[config.mk]
export PLATFORM = sky130hd
export DESIGN_NAME = ats21_alarm_event_queue
export DESIGN_NICKNAME = d
export VERILOG_FILES = /design/src/rtl/ats21_alarm_event_queue.sv
export SDC_FILE = /design/constraint.sdc
export NUM_CORES = 1
export LEC_CHECK = 0
export ABC_AREA = 1
export CORE_AREA = 8 8 149 151
export CTS_CLUSTER_SIZE = 14
export DETAILED_ROUTE_END_ITERATION = 10
export DIE_AREA = 0 0 157 159
export RECOVER_POWER = 50
export REMOVE_ABC_BUFFERS = 1
export SYNTH_ARGS = -nofsm -noshare
export SYNTH_HDL_FRONTEND = slang
export SYNTH_SLANG_ARGS = --single-unit
[constraint.sdc]
create_clock -name clk -period 5.9 [get_ports clk]
set_input_delay 0.885 -clock clk [delete_from_list [all_inputs] [get_ports clk]]
set_output_delay 0.885 -clock clk [all_outputs]
set_load 0.1 [all_outputs]
[src/rtl/ats21_alarm_event_queue.sv]
// Alarm event queue: detects new alarm assertions, holds them as pending, and
// feeds their IDs lowest-index-first into a first-word-fall-through FIFO.
module ats21_alarm_event_queue #(
  parameter int NUM_ALARMS = 24,
  parameter int ID_W       = 5,
  parameter int DEPTH      = 8
) (
  input  logic                  clk,
  input  logic                  reset,
  input  logic [NUM_ALARMS-1:0] alarm_in,
  output logic                  evt_valid,
  output logic [ID_W-1:0]       evt_id,
  input  logic                  evt_ready,
  output logic [NUM_ALARMS-1:0] pending,
  output logic                  overflow,
  output logic [7:0]            drop_count,
  input  logic                  clr_overflow
);

  localparam int PTR_W  = (DEPTH > 1) ? $clog2(DEPTH) : 1;
  localparam int CNT_W  = PTR_W + 1;
  localparam int DROP_W = 9;
  localparam logic [CNT_W-1:0] FULL_C = CNT_W'(DEPTH);

  logic [NUM_ALARMS-1:0] r_prev;
  logic [NUM_ALARMS-1:0] r_pending;
  logic [ID_W-1:0]       r_mem [DEPTH];
  logic [PTR_W-1:0]      r_wr_ptr;
  logic [PTR_W-1:0]      r_rd_ptr;
  logic [CNT_W-1:0]      r_count;
  logic                  r_overflow;
  logic [7:0]            r_drop_count;

  logic [NUM_ALARMS-1:0] w_rise;
  logic [NUM_ALARMS-1:0] w_push_mask;
  logic [NUM_ALARMS-1:0] w_drop_vec;
  logic [ID_W-1:0]       w_head_idx;
  logic [DROP_W-1:0]     w_drop_n;
  logic [DROP_W-1:0]     w_drop_base;
  logic [DROP_W-1:0]     w_drop_sum;
  logic [7:0]            w_drop_next;
  logic                  w_valid;
  logic                  w_pop;
  logic                  w_push;
  logic                  w_drop_any;

  assign w_rise     = alarm_in & ~r_prev;
  assign w_valid    = (r_count != '0);
  assign w_pop      = w_valid & evt_ready;
  // A pop frees a slot in the same cycle, so a full FIFO can still accept.
  assign w_push     = (r_pending != '0) && ((r_count < FULL_C) || w_pop);
  assign w_drop_vec = w_rise & r_pending & ~w_push_mask;
  assign w_drop_any = (w_drop_vec != '0);

  // Lowest-index pending bit wins the push slot.
  always_comb begin
    w_head_idx = '0;
    for (int i = NUM_ALARMS - 1; i >= 0; i--) begin
      w_head_idx = r_pending[i] ? ID_W'(i) : w_head_idx;
    end
  end

  // One-hot mask of the bit being pushed this cycle.
  always_comb begin
    w_push_mask = '0;
    if (w_push) begin
      w_push_mask[w_head_idx] = 1'b1;
    end else begin
      w_push_mask = '0;
    end
  end

  // Drop accounting: clear applies first so a same-cycle drop still lands.
  always_comb begin
    w_drop_n = '0;
    for (int i = 0; i < NUM_ALARMS; i++) begin
      w_drop_n = w_drop_n + DROP_W'(w_drop_vec[i]);
    end
    w_drop_base = clr_overflow ? '0 : {1'b0, r_drop_count};
    w_drop_sum  = w_drop_base + w_drop_n;
    w_drop_next = (w_drop_sum > 9'd255) ? 8'd255 : w_drop_sum[7:0];
  end

  // Edge detect, pending set, FIFO storage/pointers and overflow state.
  always_ff @(posedge clk or negedge reset) begin
    if (!reset) begin
      r_prev       <= '0;
      r_pending    <= '0;
      r_wr_ptr     <= '0;
      r_rd_ptr     <= '0;
      r_count      <= '0;
      r_overflow   <= 1'b0;
      r_drop_count <= 8'd0;
      for (int i = 0; i < DEPTH; i++) begin
        r_mem[i] <= '0;
      end
    end else begin
      r_prev       <= alarm_in;
      r_pending    <= (r_pending & ~w_push_mask) | w_rise;
      r_drop_count <= w_drop_next;
      if (w_drop_any) begin
        r_overflow <= 1'b1;
      end else if (clr_overflow) begin
        r_overflow <= 1'b0;
      end else begin
        r_overflow <= r_overflow;
      end
      if (w_push) begin
        r_mem[r_wr_ptr] <= w_head_idx;
        r_wr_ptr        <= r_wr_ptr + PTR_W'(1);
      end else begin
        r_wr_ptr <= r_wr_ptr;
      end
      if (w_pop) begin
        r_rd_ptr <= r_rd_ptr + PTR_W'(1);
      end else begin
        r_rd_ptr <= r_rd_ptr;
      end
      case ({w_push, w_pop})
        2'b10:   r_count <= r_count + CNT_W'(1);
        2'b01:   r_count <= r_count - CNT_W'(1);
        default: r_count <= r_count;
      endcase
    end
  end

  assign evt_valid  = w_valid;
  assign evt_id     = w_valid ? r_mem[r_rd_ptr] : '0;
  assign pending    = r_pending;
  assign overflow   = r_overflow;
  assign drop_count = r_drop_count;

endmodule

==> metrics.txt, run 1 <==
# TYPE chip_impl_metric gauge
chip_impl_info{name="outcome",value="finished with violations"} 1
chip_impl_info{name="failed_checks",value="capacitance limit, slew limit, setup timing"} 1
chip_impl_metric{name="grt-ovfl-total",unit=""} 0
chip_impl_metric{name="postSynthAreaPerCell",unit="µm²"} 8.39
chip_impl_metric{name="postSynthCellCount",unit=""} 692
chip_impl_metric{name="postLayoutCellArea",unit="µm²"} 8210
chip_impl_metric{name="place.gp.congestion",unit=""} 0.835
chip_impl_metric{name="irDropWorstVdd",unit="µV"} 457
chip_impl_metric{name="maximum_count_of_clock_buffers_along_a_single_path",unit=""} 2
chip_impl_metric{name="switching_share",unit=""} 0.477
chip_impl_metric{name="viasPerCell",unit=""} 4.49
chip_impl_metric{name="number_of_cells_on_the_worst_hold_path",unit=""} 1
chip_impl_metric{name="coreArea",unit="µm²"} 19800
chip_impl_metric{name="fraction_of_layout_cells_with_a_size_suffix_above_1",unit=""} 0.228
chip_impl_metric{name="placementRows",unit=""} 52
chip_impl_metric{name="routed_wl",unit="µm"} 16700
chip_impl_metric{name="utilization",unit=""} 0.414
chip_impl_info{name="grt_setup_unrepaired",value="yes"} 1
chip_impl_metric{name="power_leakage",unit="nW"} 4.07
chip_impl_metric{name="summed_negative_setup_slack_over_all_endpoints",unit="ps"} -2500
chip_impl_metric{name="drt-wirelength-per-cell",unit="µm"} 14.3
chip_impl_metric{name="fin_crit",unit="ps"} 6240
chip_impl_metric{name="timing.final.crit_share",unit=""} 1.06
chip_impl_metric{name="syn_to_final_growth",unit="%"} 41.4
chip_impl_info{name="holdCritPathClass",value="reg2reg"} 1
chip_impl_metric{name="vias",unit=""} 5248
chip_impl_metric{name="internal-power",unit="mW"} 1.98
chip_impl_metric{name="grt_util_all_layers",unit=""} 0.144
chip_impl_metric{name="die_w",unit="µm"} 157
chip_impl_metric{name="net-switching-power",unit="mW"} 1.81
chip_impl_info{name="cts-root-buf",value="clkbuf_16"} 1
chip_impl_metric{name="initial_core_util",unit=""} 0.293
chip_impl_metric{name="grt_max_degree",unit=""} 69
chip_impl_metric{name="postRouteAntennaNets",unit=""} 0
chip_impl_metric{name="worst_ep_arrival_time",unit="ps"} 6510
chip_impl_metric{name="r2r.worst_path.cells",unit=""} 35
chip_impl_metric{name="synth.lib_cells_used.distinct",unit=""} 38
chip_impl_info{name="critPathCaptureType",value="flop"} 1
chip_impl_metric{name="floorplan.die_area",unit="µm²"} 25000
chip_impl_metric{name="synthesis.yosys.warnings",unit=""} 0
chip_impl_metric{name="ff2ff_setup_slack",unit="ps"} -240
chip_impl_metric{name="htreeDepth",unit=""} 3
chip_impl_metric{name="clkSinkCount",unit=""} 107
chip_impl_metric{name="power_density",unit="nW/µm²"} 462
chip_impl_metric{name="maxSlewViolCount",unit=""} 69
chip_impl_info{name="critPathKind",value="in2reg"} 1
chip_impl_metric{name="ys_seq_elements",unit=""} 107
chip_impl_metric{name="timing.max_slew.rel_slack",unit=""} -1.45
chip_impl_metric{name="comb_power_share",unit=""} 0.564
chip_impl_metric{name="final.hold.worst_slack",unit="ps"} 443
chip_impl_metric{name="cp.required",unit="ps"} 6180
chip_impl_metric{name="maxCapViolations",unit=""} 1
chip_impl_metric{name="antenna_found_initial",unit=""} 0
chip_impl_metric{name="port_buffers",unit=""} 66
chip_impl_metric{name="fin_nets",unit=""} 958
chip_impl_metric{name="clk_transition_reported_paths",unit="ps"} 70
chip_impl_metric{name="max_freq",unit="MHz"} 160
chip_impl_metric{name="postLayoutSetupSlackWorst",unit="ps"} -335
chip_impl_metric{name="placedCellCount",unit=""} 1110
chip_impl_metric{name="cts_hold_repair.buffers",unit=""} 0
chip_impl_metric{name="dr.pass1.iters",unit=""} 5
chip_impl_metric{name="antennaDiodeCount",unit=""} 0
chip_impl_metric{name="synthesis.area",unit="µm²"} 5810
chip_impl_metric{name="placement.cell_area",unit="µm²"} 7450
chip_impl_metric{name="design.portCount",unit=""} 67
chip_impl_metric{name="worst-slew-pin-transition",unit="ps"} 3680
chip_impl_metric{name="clock_insertion_delay_worst_skew",unit="ps"} 360
chip_impl_metric{name="grt_first_pass_wirelength",unit="µm"} 28500
chip_impl_metric{name="setup_violation_total_in_the_final_timing_report",unit=""} 8
chip_impl_metric{name="fp.dieH",unit="µm"} 159
chip_impl_metric{name="yosysSeqAreaShare",unit=""} 0.461
chip_impl_info{name="cts_tree",value="yes"} 1
chip_impl_metric{name="fin_skew",unit="ps"} 8.19
chip_impl_info{name="critPathLaunchType",value="input port"} 1
chip_impl_metric{name="critical_path.max_fanout",unit=""} 8
chip_impl_metric{name="tritoncts.num_buffers",unit=""} 9
chip_impl_metric{name="p_clk_frac",unit=""} 0.172
chip_impl_metric{name="finalNonFillerCells",unit=""} 1168
chip_impl_metric{name="timing_hold_violations_final",unit=""} 0
chip_impl_metric{name="seq_power_share",unit=""} 0.264
chip_impl_metric{name="drt_drc",unit=""} 0
chip_impl_metric{name="final_hpwl_from_detailed_placement",unit="µm"} 12500
chip_impl_metric{name="dr.first_iter.drc_count",unit=""} 253
chip_impl_metric{name="first_global_vias",unit=""} 5497
## sequential cells by signal, summed over array words and instances, names as in the netlist
signal / count
r_mem: 40
pending: 24
r_prev: 24
drop_count: 8
r_count: 4
r_rd_ptr: 3
r_wr_ptr: 3
overflow: 1
## path summary, 6_finish.rpt
path | to | from
min in group asynchronous | r_count[1] | reset
hold reg to reg | pending[23] | r_prev[23]
max in group asynchronous | r_prev[13] | reset
setup / recovery | drop_count[7] | evt_ready
setup reg to reg | drop_count[7] | pending[23]
hold / removal | pending[23] | r_prev[23]
## power by group through the flow
stage | logic (mW) | registers (mW) | clock network [mW]
after global placement | 1.97 | 1.01 | 0
after detailed placement | 2.00 | 1.01 | 0
after CTS | 2.09 | 1.00 | 0.670
final | 2.14 | 1.00 | 0.651
after global routing | 2.36 | 1.02 | 0.691
after floorplan | 1.17 | 1.22 | 0
## what timing repair did
| action | CTS | global route |
|---|---|---|
| endpoints found under the hold margin | 0 | 0 |
| setup endpoints to repair | 8 | 9 |
| buffers inserted | 45 | 4 |
| gates resized for setup | 34 | 14 |
| pin swaps | 27 | 10 |
## critical path: stages
cell           delay (ps)
dlygate4sd3_1         520
inv_1                  50
nand2_1               150
nand2_1               200
buf_4                 200
nor3_2                160
nand4_1               190
nand3_2               140
fa_1                  430
fa_1                  510
fa_1                  460
fa_1                  560
inv_1                  50
fa_1                  490
fa_2                  210
inv_2                  40
fa_2                  380
nor2_4                110
o21ai_2                60
nand2_2                80
a21oi_2                50
nor2_2                110
nor2_1                 50
nor2_1                140
nand2_2               160
o211ai_1              110
## cells by family (layout without fill, tap and decap cells)
kind of cell / count (synthesis) / after routing / synth area share
flip-flops: 107 / 107 / 0.461
AND/OR/NAND/NOR: 304 / 304 / 0.234
AO/OA/AOI/OAI: 116 / 116 / 0.107
XOR/XNOR: 8 / 8 / 0.0121
adder cells (fa/ha/maj): 37 / 37 / 0.106
buffers and inverters: 120 / 326 / 0.0797
## synth_stat cells (all sizes together)
| cell | count | area, µm² |
|---|---|---|
| xnor2 | 3 | 26.3 |
| o21ai | 91 | 455 |
| inv | 108 | 405 |
| buf | 2 | 18.8 |
| fa | 20 | 400 |
| dfrtp | 107 | 2680 |
| a21oi | 7 | 38.8 |
| a211oi | 1 | 7.51 |
| clkbuf | 9 | 33.8 |
| nand4 | 13 | 96.3 |
| o211ai | 1 | 7.51 |
| a31oi | 5 | 31.3 |
| nand3b | 1 | 7.51 |
| or2 | 1 | 6.26 |
| a22o | 3 | 26.3 |
| xor2 | 5 | 43.8 |
| nor3 | 11 | 80.1 |
| nor4 | 3 | 31.3 |
| a21o | 2 | 15.0 |
| nand2 | 145 | 572 |
| o22ai | 5 | 31.3 |
| o21bai | 1 | 7.51 |
| ha | 17 | 213 |
| clkinv | 1 | 5.00 |
| nand3 | 44 | 235 |
| nor2 | 86 | 333 |
## placed cells by master (no fill, tap or decap), types with 2 or more instances in the layout
| cell type | count |
|---|---|
| a22o_1 | 3 |
| buf_4 | 128 |
| dlygate4sd3_1 | 25 |
| ha_1 | 17 |
| fa_2 | 2 |
| nand3_1 | 32 |
| inv_1 | 99 |
| a21oi_2 | 3 |
| nand2_4 | 4 |
| nor2_1 | 82 |
| xor2_1 | 5 |
| fa_1 | 18 |
| inv_6 | 2 |
| xnor2_1 | 3 |
| nor3_2 | 4 |
| o21ai_2 | 2 |
| a31oi_1 | 5 |
| clkbuf_16 | 9 |
| dfrtp_1 | 107 |
| a21o_1 | 2 |
| clkdlybuf4s50_1 | 40 |
| o22ai_1 | 5 |
| nor2_4 | 3 |
| nand4_1 | 12 |
| a21oi_1 | 4 |
| clkbuf_8 | 2 |
| o21ai_1 | 4 |
| o21ai_0 | 85 |
| nor3_1 | 6 |
| nand3_2 | 12 |
| nor4_2 | 2 |
| nand2_1 | 132 |
| inv_2 | 9 |
| nand2_2 | 9 |
| buf_6 | 6 |
## per-layer routing
| metal | GRT usage | routed length [µm] | vias up |
|---|---|---|---|
| met5 | 0 | 0 | - |
| met4 | 0.0516 | 300 | 0 |
| met3 | 0.0372 | 830 | 25 |
| met2 | 0.234 | 8050 | 109 |
| met1 | 0.181 | 7530 | 2494 |
| li1 | - | - | 2620 |
## through the flow
stage | power, mW | setup WS, ps
2_1_floorplan | 2.39 | -1020
3_3_place_gp | 2.98 | -767
3_5_place_dp | 3.01 | -882
4_1_cts | 3.77 | -248
5_1_grt | 4.08 | -683
6_report | 3.79 | -335
## cell type report
| cell class | instances | area (µm²) |
|---|---|---|
| clock buffer | 11 | 253 |
| clock inverter | 5 | 67.6 |
| fill | 1955 | 11600 |
| inverter | 109 | 410 |
| multi-input combinational | 465 | 2780 |
| sequential | 107 | 2680 |
| tap | 270 | 338 |
| timing repair buffer | 201 | 1690 |
(Power assumes the default switching activity.)
==> run 2: changes to the inputs <==
--- a/config.mk
+++ b/config.mk
@@ -6,6 +6,7 @@
 export NUM_CORES = 1
 export LEC_CHECK = 0
 export ABC_AREA = 1
+export CAP_MARGIN = 20
 export CORE_AREA = 8 8 149 151
 export CTS_CLUSTER_SIZE = 14
 export DETAILED_ROUTE_END_ITERATION = 10
@@ -15,3 +16,4 @@
 export SYNTH_ARGS = -nofsm -noshare
 export SYNTH_HDL_FRONTEND = slang
 export SYNTH_SLANG_ARGS = --single-unit
+export TNS_END_PERCENT = 20
==> run 2 against run 1 <==
  * The run still ends with capacitance limit, slew limit, setup timing left
  * Routed wire length rose by 1.9%
  * Worst hold slack hardly changed
  * Critical path depth did not move
==> metrics.txt, run 2 (synthesis gave the netlist of run 1 again) <==
# TYPE chip_impl_metric gauge
chip_impl_metric{name="antenna_found_initial",unit=""} 0
chip_impl_metric{name="fin_crit",unit="ps"} 6280
chip_impl_metric{name="viasPerCell",unit=""} 4.51
chip_impl_metric{name="setup_violation_total_in_the_final_timing_report",unit=""} 9
chip_impl_metric{name="place.gp.congestion",unit=""} 0.835
chip_impl_metric{name="tritoncts.num_buffers",unit=""} 9
chip_impl_info{name="min_delay_worst_endpoint",value="pending[23]"} 1
chip_impl_metric{name="initial_core_util",unit=""} 0.293
chip_impl_metric{name="timing.max_slew.rel_slack",unit=""} -1.45
chip_impl_metric{name="coreArea",unit="µm²"} 19800
chip_impl_metric{name="port_buffers",unit=""} 66
chip_impl_metric{name="timing_hold_violations_final",unit=""} 0
chip_impl_metric{name="final_hpwl_from_detailed_placement",unit="µm"} 12500
chip_impl_info{name="largest_register",value="r_mem"} 1
chip_impl_info{name="failed_checks",value="capacitance limit, slew limit, setup timing"} 1
chip_impl_metric{name="grt-ovfl-total",unit=""} 0
chip_impl_metric{name="cp.required",unit="ps"} 6180
chip_impl_info{name="r2r_end",value="drop_count[7]"} 1
chip_impl_metric{name="number_of_cells_on_the_worst_hold_path",unit=""} 1
chip_impl_metric{name="postRouteAntennaNets",unit=""} 0
chip_impl_info{name="holdCritPathClass",value="reg2reg"} 1
chip_impl_metric{name="maxSlewViolCount",unit=""} 69
chip_impl_metric{name="antennaDiodeCount",unit=""} 0
chip_impl_metric{name="max_freq",unit="MHz"} 159
chip_impl_metric{name="worst_ep_arrival_time",unit="ps"} 6550
chip_impl_info{name="cts-root-buf",value="clkbuf_16"} 1
chip_impl_metric{name="grt_util_all_layers",unit=""} 0.144
chip_impl_metric{name="maximum_count_of_clock_buffers_along_a_single_path",unit=""} 2
chip_impl_info{name="cts_tree",value="yes"} 1
chip_impl_metric{name="ff2ff_setup_slack",unit="ps"} -280
chip_impl_info{name="mostFrequentLayoutCells",value="nand2_1 (135), buf_4 (116), dfrtp_1 (107), inv_1 (100), o21ai_0 (86)"} 1
chip_impl_metric{name="summed_negative_setup_slack_over_all_endpoints",unit="ps"} -3060
chip_impl_metric{name="placementRows",unit=""} 52
chip_impl_metric{name="drt-wirelength-per-cell",unit="µm"} 14.5
chip_impl_metric{name="fin_nets",unit=""} 961
chip_impl_info{name="outcome",value="finished with violations"} 1
chip_impl_metric{name="clock_insertion_delay_worst_skew",unit="ps"} 360
chip_impl_metric{name="critical_path.max_fanout",unit=""} 8
chip_impl_metric{name="final.hold.worst_slack",unit="ps"} 443
chip_impl_metric{name="fin_skew",unit="ps"} 8.19
chip_impl_metric{name="irDropWorstVdd",unit="µV"} 449
chip_impl_metric{name="timing.final.crit_share",unit=""} 1.06
chip_impl_info{name="critPathCaptureType",value="flop"} 1
chip_impl_metric{name="grt_first_pass_wirelength",unit="µm"} 28500
chip_impl_metric{name="power_leakage",unit="nW"} 4.11
chip_impl_metric{name="worst-slew-pin-transition",unit="ps"} 3670
chip_impl_metric{name="drt_drc",unit=""} 0
chip_impl_metric{name="die_w",unit="µm"} 157
chip_impl_info{name="grt_setup_unrepaired",value="yes"} 1
chip_impl_info{name="critPathKind",value="in2reg"} 1
chip_impl_metric{name="first_global_vias",unit=""} 5497
chip_impl_metric{name="final-seq-area",unit="µm²"} 2680
chip_impl_info{name="critPathLaunchType",value="input port"} 1
chip_impl_metric{name="dr.pass1.iters",unit=""} 6
chip_impl_info{name="mostFrequentLayoutCell",value="nand2_1"} 1
chip_impl_metric{name="floorplan.die_area",unit="µm²"} 25000
chip_impl_metric{name="dr.first_iter.drc_count",unit=""} 244
chip_impl_info{name="worstHoldStart",value="r_prev[23]"} 1
chip_impl_info{name="crit-reg2reg-launch",value="pending[23]"} 1
chip_impl_metric{name="num-fill-cells",unit=""} 1951
chip_impl_metric{name="max_reg_flops",unit=""} 40
chip_impl_metric{name="clk_transition_reported_paths",unit="ps"} 70
chip_impl_metric{name="multiInputGateArea",unit="µm²"} 2770
chip_impl_metric{name="grt_max_degree",unit=""} 69
chip_impl_metric{name="routed_wl",unit="µm"} 17000
chip_impl_metric{name="power_density",unit="nW/µm²"} 454
chip_impl_metric{name="design.portCount",unit=""} 67
chip_impl_metric{name="syn_to_final_growth",unit="%"} 42.6
chip_impl_metric{name="fp.dieH",unit="µm"} 159
chip_impl_metric{name="fraction_of_layout_cells_with_a_size_suffix_above_1",unit=""} 0.225
chip_impl_metric{name="postLayoutSetupSlackWorst",unit="ps"} -378
chip_impl_metric{name="vias",unit=""} 5281
chip_impl_metric{name="clkSinkCount",unit=""} 107
chip_impl_metric{name="r2r.worst_path.cells",unit=""} 35
chip_impl_metric{name="maxCapViolations",unit=""} 1
chip_impl_metric{name="htreeDepth",unit=""} 3
run 2: cell type report:
cell class              count  share of cell area
repair buffers            204               0.213
multi-input cells         465               0.334
well taps                 270              0.0408
inverters                 109              0.0496
clock inverters             5             0.00816
clock buffers              11              0.0305
flip-flops and latches    107               0.323
run 2: worst max-delay path, cell delays in order:
cell and delay [ps]:
dlygate4sd3_1 520, inv_1 50, nand2_1 150, nand2_1 210
buf_4 200, nor3_2 160, nand4_1 200, nand3_2 140
fa_1 430, fa_1 510, fa_1 460, fa_1 560
inv_1 50, fa_1 490, fa_2 210, inv_2 40
fa_2 380, nor2_4 100, o21ai_1 70, nand2_1 100
a21oi_2 60, nor2_2 110, nor2_1 50, nor2_1 150
nand2_2 150, o211ai_1 110
run 2: what timing repair did:
action	in CTS	in global routing
pin swaps	25	6
endpoints found under the hold margin	0	0
resized for setup	34	17
setup buffers	45	0
hold buffers	0	0
endpoints found under the setup margin	8	9
run 2: stage by stage:
stage | power (mW) | worst slack, ps | utilization | std cells | instance area [µm²]
after detailed placement | 3.01 | -882 | 0.375 | 1110 | 7450
after floorplan | 2.39 | -1020 | - | 681 | 5750
after global placement | 2.98 | -767 | 0.375 | 1110 | 7450
after global routing | 4.04 | -677 | 0.417 | 1171 | 8280
after CTS | 3.77 | -249 | 0.414 | 1171 | 8220
final | 3.76 | -378 | 0.417 | 1171 | 8280
run 2: worst max path at each step:
stage               depth (start not counted)  slack, ps             to   startpoint
global placement                           28       -770  drop_count[7]    evt_ready
global route                               44       -680  drop_count[7]  pending[23]
floorplan                                  34      -1020  drop_count[7]  pending[23]
detailed placement                         28       -880  drop_count[5]    evt_ready
finish                                     26       -380  drop_count[7]    evt_ready
CTS                                        44       -250  drop_count[7]  pending[23]
run 2: report_power, final:
group	switching [mW]	internal, mW
clock	0.291	0.360
sequential	0.122	0.881
combinational	1.38	0.723
run 2: routing by layer:
layer,vias up,global-route usage,share of wire
met4,0,0.0516,0.031
met3,41,0.0372,0.050
met2,128,0.234,0.47
met5,-,0,0
li1,2625,-,-
met1,2487,0.181,0.45
==> run 3: changes to the inputs <==
--- a/config.mk
+++ b/config.mk
@@ -13,6 +13,7 @@
 export DIE_AREA = 0 0 157 159
 export RECOVER_POWER = 50
 export REMOVE_ABC_BUFFERS = 1
+export SKIP_CTS_REPAIR_TIMING = 1
 export SYNTH_ARGS = -nofsm -noshare
 export SYNTH_HDL_FRONTEND = slang
 export SYNTH_SLANG_ARGS = --single-unit
==> run 3 against run 2 <==
  * The run still ends with capacitance limit, slew limit, setup timing left
  * Routed wire length down 6.1%
  * Setup slack better by 48 ps
  * Cell count fell by 3.2%
  * Non-clock buffer count decreased by 38
  * Clock power about the same
  * Core utilization fell by 2.0 points
  * Via count shrank 5.0%
==> metrics.txt, run 3 (synthesis gave the netlist of run 1 again) <==
# TYPE chip_impl_metric gauge
chip_impl_info{name="outcome",value="finished with violations"} 1
chip_impl_info{name="failed_checks",value="capacitance limit, slew limit, setup timing"} 1
chip_impl_metric{name="postLayoutSetupSlackWorst",unit="ps"} -330
chip_impl_metric{name="viasPerCell",unit=""} 4.43
chip_impl_metric{name="dr.first_iter.drc_count",unit=""} 224
chip_impl_metric{name="timing_hold_violations_final",unit=""} 0
chip_impl_metric{name="final_hpwl_from_detailed_placement",unit="µm"} 12500
chip_impl_metric{name="worst-slew-pin-transition",unit="ps"} 3690
chip_impl_metric{name="num-fill-cells",unit=""} 2025
chip_impl_metric{name="timing.final.crit_share",unit=""} 1.06
chip_impl_metric{name="cp.required",unit="ps"} 6170
chip_impl_metric{name="maximum_count_of_clock_buffers_along_a_single_path",unit=""} 2
chip_impl_metric{name="internal-power",unit="mW"} 1.92
chip_impl_metric{name="clkSinkCount",unit=""} 107
chip_impl_metric{name="switching_share",unit=""} 0.481
chip_impl_metric{name="irDropWorstVdd",unit="µV"} 429
chip_impl_metric{name="clk_transition_reported_paths",unit="ps"} 70
chip_impl_metric{name="grt-ovfl-total",unit=""} 0
chip_impl_metric{name="initial_core_util",unit=""} 0.293
chip_impl_metric{name="antenna_found_initial",unit=""} 0
chip_impl_metric{name="drt_drc",unit=""} 0
chip_impl_info{name="grt_setup_unrepaired",value="yes"} 1
chip_impl_metric{name="final-seq-area",unit="µm²"} 2680
chip_impl_metric{name="fp.dieH",unit="µm"} 159
chip_impl_metric{name="postRouteAntennaNets",unit=""} 0
chip_impl_metric{name="pre_cts_slack",unit="ps"} -882
chip_impl_metric{name="vias",unit=""} 5015
chip_impl_metric{name="grt_first_pass_wirelength",unit="µm"} 26800
chip_impl_metric{name="fin_nets",unit=""} 923
chip_impl_metric{name="fin_skew",unit="ps"} 9.67
chip_impl_metric{name="placementRows",unit=""} 52
chip_impl_metric{name="finalNonFillerCells",unit=""} 1133
chip_impl_metric{name="max_reg_flops",unit=""} 40
chip_impl_metric{name="worst_ep_arrival_time",unit="ps"} 6500
chip_impl_info{name="cts_tree",value="yes"} 1
chip_impl_metric{name="tritoncts.num_buffers",unit=""} 9
chip_impl_metric{name="power_density",unit="nW/µm²"} 468
chip_impl_metric{name="port_buffers",unit=""} 66
chip_impl_metric{name="floorplan.die_area",unit="µm²"} 25000
chip_impl_metric{name="design.portCount",unit=""} 67
chip_impl_metric{name="postLayoutCellArea",unit="µm²"} 7880
chip_impl_metric{name="placement.cell_area",unit="µm²"} 7450
chip_impl_metric{name="maxSlewViolCount",unit=""} 69
chip_impl_metric{name="fin_crit",unit="ps"} 6230
chip_impl_metric{name="maxCapViolations",unit=""} 1
chip_impl_info{name="holdCritPathClass",value="reg2reg"} 1
chip_impl_info{name="critPathKind",value="in2reg"} 1
chip_impl_info{name="mostFrequentLayoutCells",value="nand2_1 (137), dfrtp_1 (107), inv_1 (100), buf_4 (99), o21ai_0 (87)"} 1
chip_impl_metric{name="die_w",unit="µm"} 157
chip_impl_metric{name="antennaDiodeCount",unit=""} 0
chip_impl_metric{name="coreArea",unit="µm²"} 19800
chip_impl_metric{name="comb_power_share",unit=""} 0.552
chip_impl_metric{name="critical_path.max_fanout",unit=""} 8
chip_impl_metric{name="seq_power_share",unit=""} 0.272
chip_impl_metric{name="drt-wirelength-per-cell",unit="µm"} 14.1
chip_impl_metric{name="power_leakage",unit="nW"} 3.89
chip_impl_metric{name="max_freq",unit="MHz"} 161
chip_impl_metric{name="grt_max_degree",unit=""} 69
chip_impl_info{name="critPathLaunchType",value="input port"} 1
chip_impl_metric{name="first_global_vias",unit=""} 5164
chip_impl_metric{name="net-switching-power",unit="mW"} 1.77
chip_impl_metric{name="timing.max_slew.rel_slack",unit=""} -1.46
chip_impl_metric{name="clock_insertion_delay_worst_skew",unit="ps"} 360
chip_impl_metric{name="fraction_of_layout_cells_with_a_size_suffix_above_1",unit=""} 0.184
chip_impl_info{name="largest_register",value="r_mem"} 1
chip_impl_metric{name="setup_violation_total_in_the_final_timing_report",unit=""} 8
chip_impl_metric{name="dr.pass1.iters",unit=""} 4
chip_impl_info{name="cts-root-buf",value="clkbuf_16"} 1
chip_impl_metric{name="multiInputGateArea",unit="µm²"} 2730
chip_impl_metric{name="p_clk_frac",unit=""} 0.176
chip_impl_metric{name="grt_util_all_layers",unit=""} 0.136
chip_impl_metric{name="routed_wl",unit="µm"} 16000
chip_impl_info{name="mostFrequentLayoutCell",value="nand2_1"} 1
chip_impl_metric{name="placedCellCount",unit=""} 1110
chip_impl_info{name="critPathCaptureType",value="flop"} 1
chip_impl_metric{name="syn_to_final_growth",unit="%"} 35.7
chip_impl_metric{name="utilization",unit=""} 0.397
chip_impl_metric{name="summed_negative_setup_slack_over_all_endpoints",unit="ps"} -2460
chip_impl_metric{name="place.gp.congestion",unit=""} 0.835
chip_impl_metric{name="htreeDepth",unit=""} 3
[run 3: worst paths after layout]
path | from | to | slack [ps] | cells past startpoint
max in group asynchronous | reset | r_prev[13] | 1610 | 2
max reg2reg | pending[23] | drop_count[7] | -320 | 36
max | evt_ready | drop_count[7] | -330 | 28
min reg2reg | r_prev[23] | pending[23] | 440 | 1
min in group asynchronous | reset | r_count[1] | 1790 | 1
min | r_prev[23] | pending[23] | 440 | 1
[run 3: metrics by stage]
step / power, mW / hold slack [ps]
after global placement: 2.98 / 425
after global routing: 3.98 / 465
final: 3.69 / 443
after detailed placement: 3.01 / 432
after floorplan: 2.39 / 416
after CTS: 3.68 / 441
[run 3: final cells by class]
cell class / count / share of cell area
multi-input combinational: 465 / 0.347
sequential: 107 / 0.340
timing repair buffer: 166 / 0.178
inverter: 109 / 0.0521
tap: 270 / 0.0429
clock buffer: 11 / 0.0321
clock inverter: 5 / 0.00858
[run 3: metal layers]
layer / global-route usage / vias to the layer above / part of all wire
li1: - / 2549 / -
met1: 0.176 / 2365 / 0.47
met2: 0.220 / 90 / 0.48
met3: 0.0347 / 11 / 0.042
met4: 0.0332 / 0 / 0.0075
met5: 0 / - / 0
[run 3: worst max-delay path, stage by stage]
cell,delay [ps]
dlygate4sd3_1,530
inv_1,70
nand2_1,130
nand2_1,240
nor3_1,100
buf_4,150
nand3_2,90
nand3_2,90
fa_1,560
inv_2,50
fa_1,490
inv_1,50
fa_1,480
fa_1,490
inv_1,50
fa_1,490
fa_2,210
inv_2,40
fa_2,380
nor2_4,100
o21ai_1,60
nand2_1,110
a21oi_2,70
nor2_2,110
nor2_1,60
nor2_1,160
nand2_2,140
o211ai_1,110
[run 3: power by group through the flow]
stage / combinational [mW] / sequential (mW) / clock [mW]
after floorplan: 1.17 / 1.22 / 0
after CTS: 2.01 / 1.00 / 0.670
after global placement: 1.97 / 1.01 / 0
after global routing: 2.26 / 1.02 / 0.691
after detailed placement: 2.00 / 1.01 / 0
final: 2.04 / 1.00 / 0.648
